==> src/rtl/scan_seq_4.sv <==
// scan_seq_4 - programmable scan sequencer feeding a 4-to-16 one-hot decoder.
//
// Steps a 4-bit select code through 0..15 (up) or 15..0 (down). Each code
// dwells div+1 clock cycles. The sequencer runs either continuously or for
// a single pass, and has start/stop/hold control.
//
// Ports:
//   clk    in   system clock, rising edge
//   rst_n  in   asynchronous active-low reset
//   start  in   single-cycle request to begin (or restart) a scan
//   stop   in   single-cycle request to abort a scan (wins over start)
//   hold   in   level; freezes prescaler and code while in RUN
//   mode   in   0 = continuous wrap, 1 = single pass (sampled at start)
//   dir    in   0 = up, 1 = down (sampled at start)
//   div    in   dwell-minus-one, DIV_W bits (sampled at start)
//   A      out  4-bit select code to the decoder
//   valid  out  A carries an active scan code
//   step   out  one-cycle pulse with each new code after the first
//   done   out  one-cycle pulse at the end of a single pass
//   busy   out  sequencer is in RUN
module scan_seq_4 #(
  parameter int DIV_W = 8
) (
  input  logic             clk,
  input  logic             rst_n,
  input  logic             start,
  input  logic             stop,
  input  logic             hold,
  input  logic             mode,
  input  logic             dir,
  input  logic [DIV_W-1:0] div,
  output logic [3:0]       A,
  output logic             valid,
  output logic             step,
  output logic             done,
  output logic             busy
);

  typedef enum logic {IDLE = 1'b0, RUN = 1'b1} state_t;

  state_t           state, state_nxt;
  logic [DIV_W-1:0] presc, presc_nxt;
  logic [DIV_W-1:0] div_l, div_l_nxt;
  logic             mode_l, mode_l_nxt;
  logic             dir_l, dir_l_nxt;
  logic [3:0]       a_nxt;
  logic             valid_nxt, step_nxt, done_nxt, busy_nxt;
  logic [3:0]       last_code;

  // Terminal code of a single pass depends on the latched direction.
  assign last_code = dir_l ? 4'd0 : 4'd15;

  always_ff @(posedge clk or negedge rst_n) begin
    if (!rst_n) begin
      state  <= IDLE;
      presc  <= '0;
      div_l  <= '0;
      mode_l <= 1'b0;
      dir_l  <= 1'b0;
      A      <= 4'd0;
      valid  <= 1'b0;
      step   <= 1'b0;
      done   <= 1'b0;
      busy   <= 1'b0;
    end else begin
      state  <= state_nxt;
      presc  <= presc_nxt;
      div_l  <= div_l_nxt;
      mode_l <= mode_l_nxt;
      dir_l  <= dir_l_nxt;
      A      <= a_nxt;
      valid  <= valid_nxt;
      step   <= step_nxt;
      done   <= done_nxt;
      busy   <= busy_nxt;
    end
  end

  always_comb begin
    state_nxt  = state;
    presc_nxt  = presc;
    div_l_nxt  = div_l;
    mode_l_nxt = mode_l;
    dir_l_nxt  = dir_l;
    a_nxt      = A;
    valid_nxt  = valid;
    busy_nxt   = busy;
    step_nxt   = 1'b0;
    done_nxt   = 1'b0;

    case (state)
      IDLE: begin
        // stop beats start even when the sequencer is idle.
        if (start && !stop) begin
          mode_l_nxt = mode;
          dir_l_nxt  = dir;
          div_l_nxt  = div;
          a_nxt      = dir ? 4'd15 : 4'd0;
          presc_nxt  = '0;
          state_nxt  = RUN;
          valid_nxt  = 1'b1;
          busy_nxt   = 1'b1;
        end
      end
      RUN: begin
        if (stop) begin
          state_nxt = IDLE;
          valid_nxt = 1'b0;
          busy_nxt  = 1'b0;
        end else if (start) begin
          // Restart: reload as from IDLE, without a step pulse.
          mode_l_nxt = mode;
          dir_l_nxt  = dir;
          div_l_nxt  = div;
          a_nxt      = dir ? 4'd15 : 4'd0;
          presc_nxt  = '0;
        end else if (!hold) begin
          if (presc == div_l) begin
            presc_nxt = '0;
            if (mode_l && (A == last_code)) begin
              // End of a single pass: A keeps the last code.
              state_nxt = IDLE;
              valid_nxt = 1'b0;
              busy_nxt  = 1'b0;
              done_nxt  = 1'b1;
            end else begin
              // 4-bit arithmetic gives the 15<->0 wrap for free.
              a_nxt    = dir_l ? (A - 4'd1) : (A + 4'd1);
              step_nxt = 1'b1;
            end
          end else begin
            presc_nxt = presc + DIV_W'(1);
          end
        end
      end
      default: begin
        state_nxt = IDLE;
        valid_nxt = 1'b0;
        busy_nxt  = 1'b0;
      end
    endcase
  end

endmodule

==> config.mk <==
export PLATFORM = sky130hd
export DESIGN_NAME = scan_seq_4
export DESIGN_NICKNAME = d
export VERILOG_FILES = /design/src/rtl/scan_seq_4.sv
export SDC_FILE = /design/constraint.sdc
export NUM_CORES = 1
export LEC_CHECK = 0
export CAP_MARGIN = 20
export CORE_UTILIZATION = 59
export CTS_BUF_LIST = sky130_fd_sc_hd__clkbuf_8
export CTS_CLUSTER_DIAMETER = 120
export DETAILED_ROUTE_END_ITERATION = 10
export GPL_TIMING_DRIVEN = 0
export PLACE_DENSITY = 0.9
export SLEW_MARGIN = 0
export SYNTH_ARGS = -nofsm -noshare
export SYNTH_HDL_FRONTEND = slang
export SYNTH_SLANG_ARGS = --single-unit
==> constraint.sdc <==
create_clock -name clk -period 3.7 [get_ports clk]
set_input_delay 0.555 -clock clk [delete_from_list [all_inputs] [get_ports clk]]
set_output_delay 0.555 -clock clk [all_outputs]
set_load 0.02 [all_outputs]
==> impl_metrics.csv <==
group,metric,value,unit
floorplanning,die_h,50.9,um
clocking,clockRootBuffer,"clkbuf_8",
sta,slew_viol_final,0,
clocking,hold_buffers,0,
power,p_leak,0.776,nW
critical_path,worst-path-max-fanout,8,
sta,period_needed,2.06,ns
clocking,postCtsSetupBuffers,0,
layout,drive_gt1_share,9.04,%
clocking,clock_path_buffers,2,
layout,area_delta_synth_final,22.1,%
sta,max_freq,0.485,GHz
yosys,synth_largest_area_cell,"dfrtp_1",
floorplanning,initial_core_util,63.2,%
sta,setup_violations,0,
critical_path,required,3.92,ns
placement,gp_congestion,0.867,
layout,final_common_cell,"nand2_1",
clocking,cts_made_buffers,3,
critical_path,endpoint_kind,"flip-flop",
floorplanning,dieWidth,50.9,um
clocking,worstSkewPairLatency,0.27,ns
grt,grt_pass1_vias,1107,
floorplanning,fp-row-count,17,
routing,vias,1187,
yosys,avgSynthCellArea,9.36,um2
power,power_density,380,nW/um2
floorplanning,fp.dieArea,2590,um2
sta,final.setup.tns,0,ns
sta,rsz0062_at_grt,"no",
flow_run,maxCapViolCount,0,
layout,design_area,1720,um2
layout,mostFrequentLayoutCells,"nand2_1, dfrtp_1, clkdlybuf4s50_1",
grt,overflow,0,
placement,dp.cells,202,
critical_path,start_kind,"input port",
sta,relSlewSlack,61.9,%
sta,post-route-period-util,55.7,%
yosys,ys_warn_count,0,
placement,port_buffers,22,
sta,hold_viol_final,0,
routing,wl_per_cell,14.4,um
hold_path,min_path_type,"reg -> reg",
yosys,ys_seq_area_share,46.1,%
status,status,"completed",
routing,ant_nets,0,
yosys,syn_nets,170,
layout,insertedDiodeCount,0,
yosys,ys_ff_latch,26,
placement,place_area,1680,um2
layout,layout.nets,198,
routing,viasPerCell,5.79,
sta,skew,0.00707,ns
sta,worst_pin_slew,0.570,ns
floorplanning,core_region_area,2230,um2
grt,grt_usage,26.6,%
yosys,netlist_area,1410,um2
yosys,synth_top_area_share,46.1,%
layout,fill_cells,154,
clocking,path_clk_slew,0.08,ns
placement,place.detailed.hpwl,2270,um
critical_path,path_class,"in -> reg",
routing,wl,2960,um
routing,drtIter0Drc,23,
floorplanning,boundaryPins,23,
critical_path,arrival,2.28,ns
layout,fin_cells,205,
yosys,yosys.cell_types.count,42,
clocking,post_cts_resized,0,
grt,antenna_found_initial,0,
yosys,syn-instance-count,151,
clocking,htreeDepth,1,
routing,drc,0,
yosys,synthTopCellsByArea,"dfrtp_1, nand2_1, xnor2_1, o21ai_0, ha_1",
routing,firstDrtPassIters,6,
grt,grt_pass1_wl,5000,um
power,vdd_drop_max,0.349,mV
grt,grt_max_degree,16,
clocking,cts_tree,"yes",
clocking,cts_sinks,26,
[layer usage]
layer / wire length [um] / track usage [%]
met1: 1220 / 33.1
met5: 0 / 0
met3: 188 / 7.14
met2: 1530 / 43.6
met4: 28 / 10.6
[cell type report]
| cell class | instances | area [um2] | area share [%] |
|---|---|---|---|
| Multi-Input combinational cell | 117 | 728 | 42.2 |
| Sequential cell | 26 | 651 | 37.7 |
| Timing Repair Buffer | 23 | 235 | 13.6 |
| Clock buffer | 3 | 41.3 | 2.39 |
| Tap cell | 28 | 35.0 | 2.03 |
| Inverter | 5 | 18.8 | 1.09 |
| Buffer | 3 | 15.0 | 0.871 |
[worst max-delay path, cell delays in order]
cell	delay, ns
clkdlybuf4s50_1	0.52
nor2b_1	0.37
o21ai_1	0.28
nor2_1	0.33
mux2_2	0.22
[cells in the mapped netlist (all sizes together)]
library cell and count:
a21oi 5, ha 3, nand2 36, nand3b 1, a22o 4, nand4 2, buf 1, nor4 1
or3b 1, a21o 1, xnor2 9, nand3 2, nor2 6, o311ai 1, o211ai 1, mux2 1
nor4b 1, or3 2, clkbuf 2, or2 1, and3 5, mux2i 1, o21bai 1, and2b 2
and2 1, o31ai 1, o21a 1, nor2b 5, nand2b 1, inv 5, dfrtp 26, nor3 4
xor2 2, o21ai 14, fa 1
[registers in the layout (all words and copies together), names as in the netlist]
register	flops
A	4
presc	8
div_l	8
step	1
dir_l	1
done	1
state	1
mode_l	1
busy	1
[worst paths after layout]
path,from,slack (ns),cells after the start,end
setup / recovery,start,1.64,5,presc[0]
hold / removal,mode_l,0.49,2,mode_l
setup reg to reg,dir_l,1.82,6,A[2]
hold reg to reg,mode_l,0.49,2,mode_l
max in group asynchronous,rst_n,2.55,2,A[1]
min in group asynchronous,rst_n,0.64,1,presc[5]
[metrics by stage]
step / hold WS, ns / power, mW / utilization (%) / setup slack, ns
after floorplan: 0.259 / 0.436 / - / 1.96
after global placement: 0.458 / 0.492 / 74.7 / 1.48
after detailed placement: 0.471 / 0.505 / 75.4 / 1.43
after CTS: 0.489 / 0.658 / 77.2 / 1.70
after global routing: 0.517 / 0.695 / 77.2 / 1.56
final: 0.495 / 0.655 / 77.2 / 1.64
[report_power, final]
part	leakage, nW	switching (mW)	internal [mW]
Clock	0.0216	0.0822	0.0730
Combinational	0.419	0.0833	0.0828
Sequential	0.335	0.0255	0.308
Total	0.776	0.191	0.464
[cell families (layout without fill, tap and decap cells)]
group,Yosys count,in the layout,synth area share [%]
buffers and inverters,8,34,2.39
adder cells (fa/ha/maj),4,4,4.07
multiplexers,2,2,1.51
AO/OA/AOI/OAI,29,29,13.1
AND/OR/NAND/NOR,71,71,25.0
XOR/XNOR,11,11,7.88
flip-flops,26,26,46.1
No activity file was read; power rests on OpenSTA's default activity.
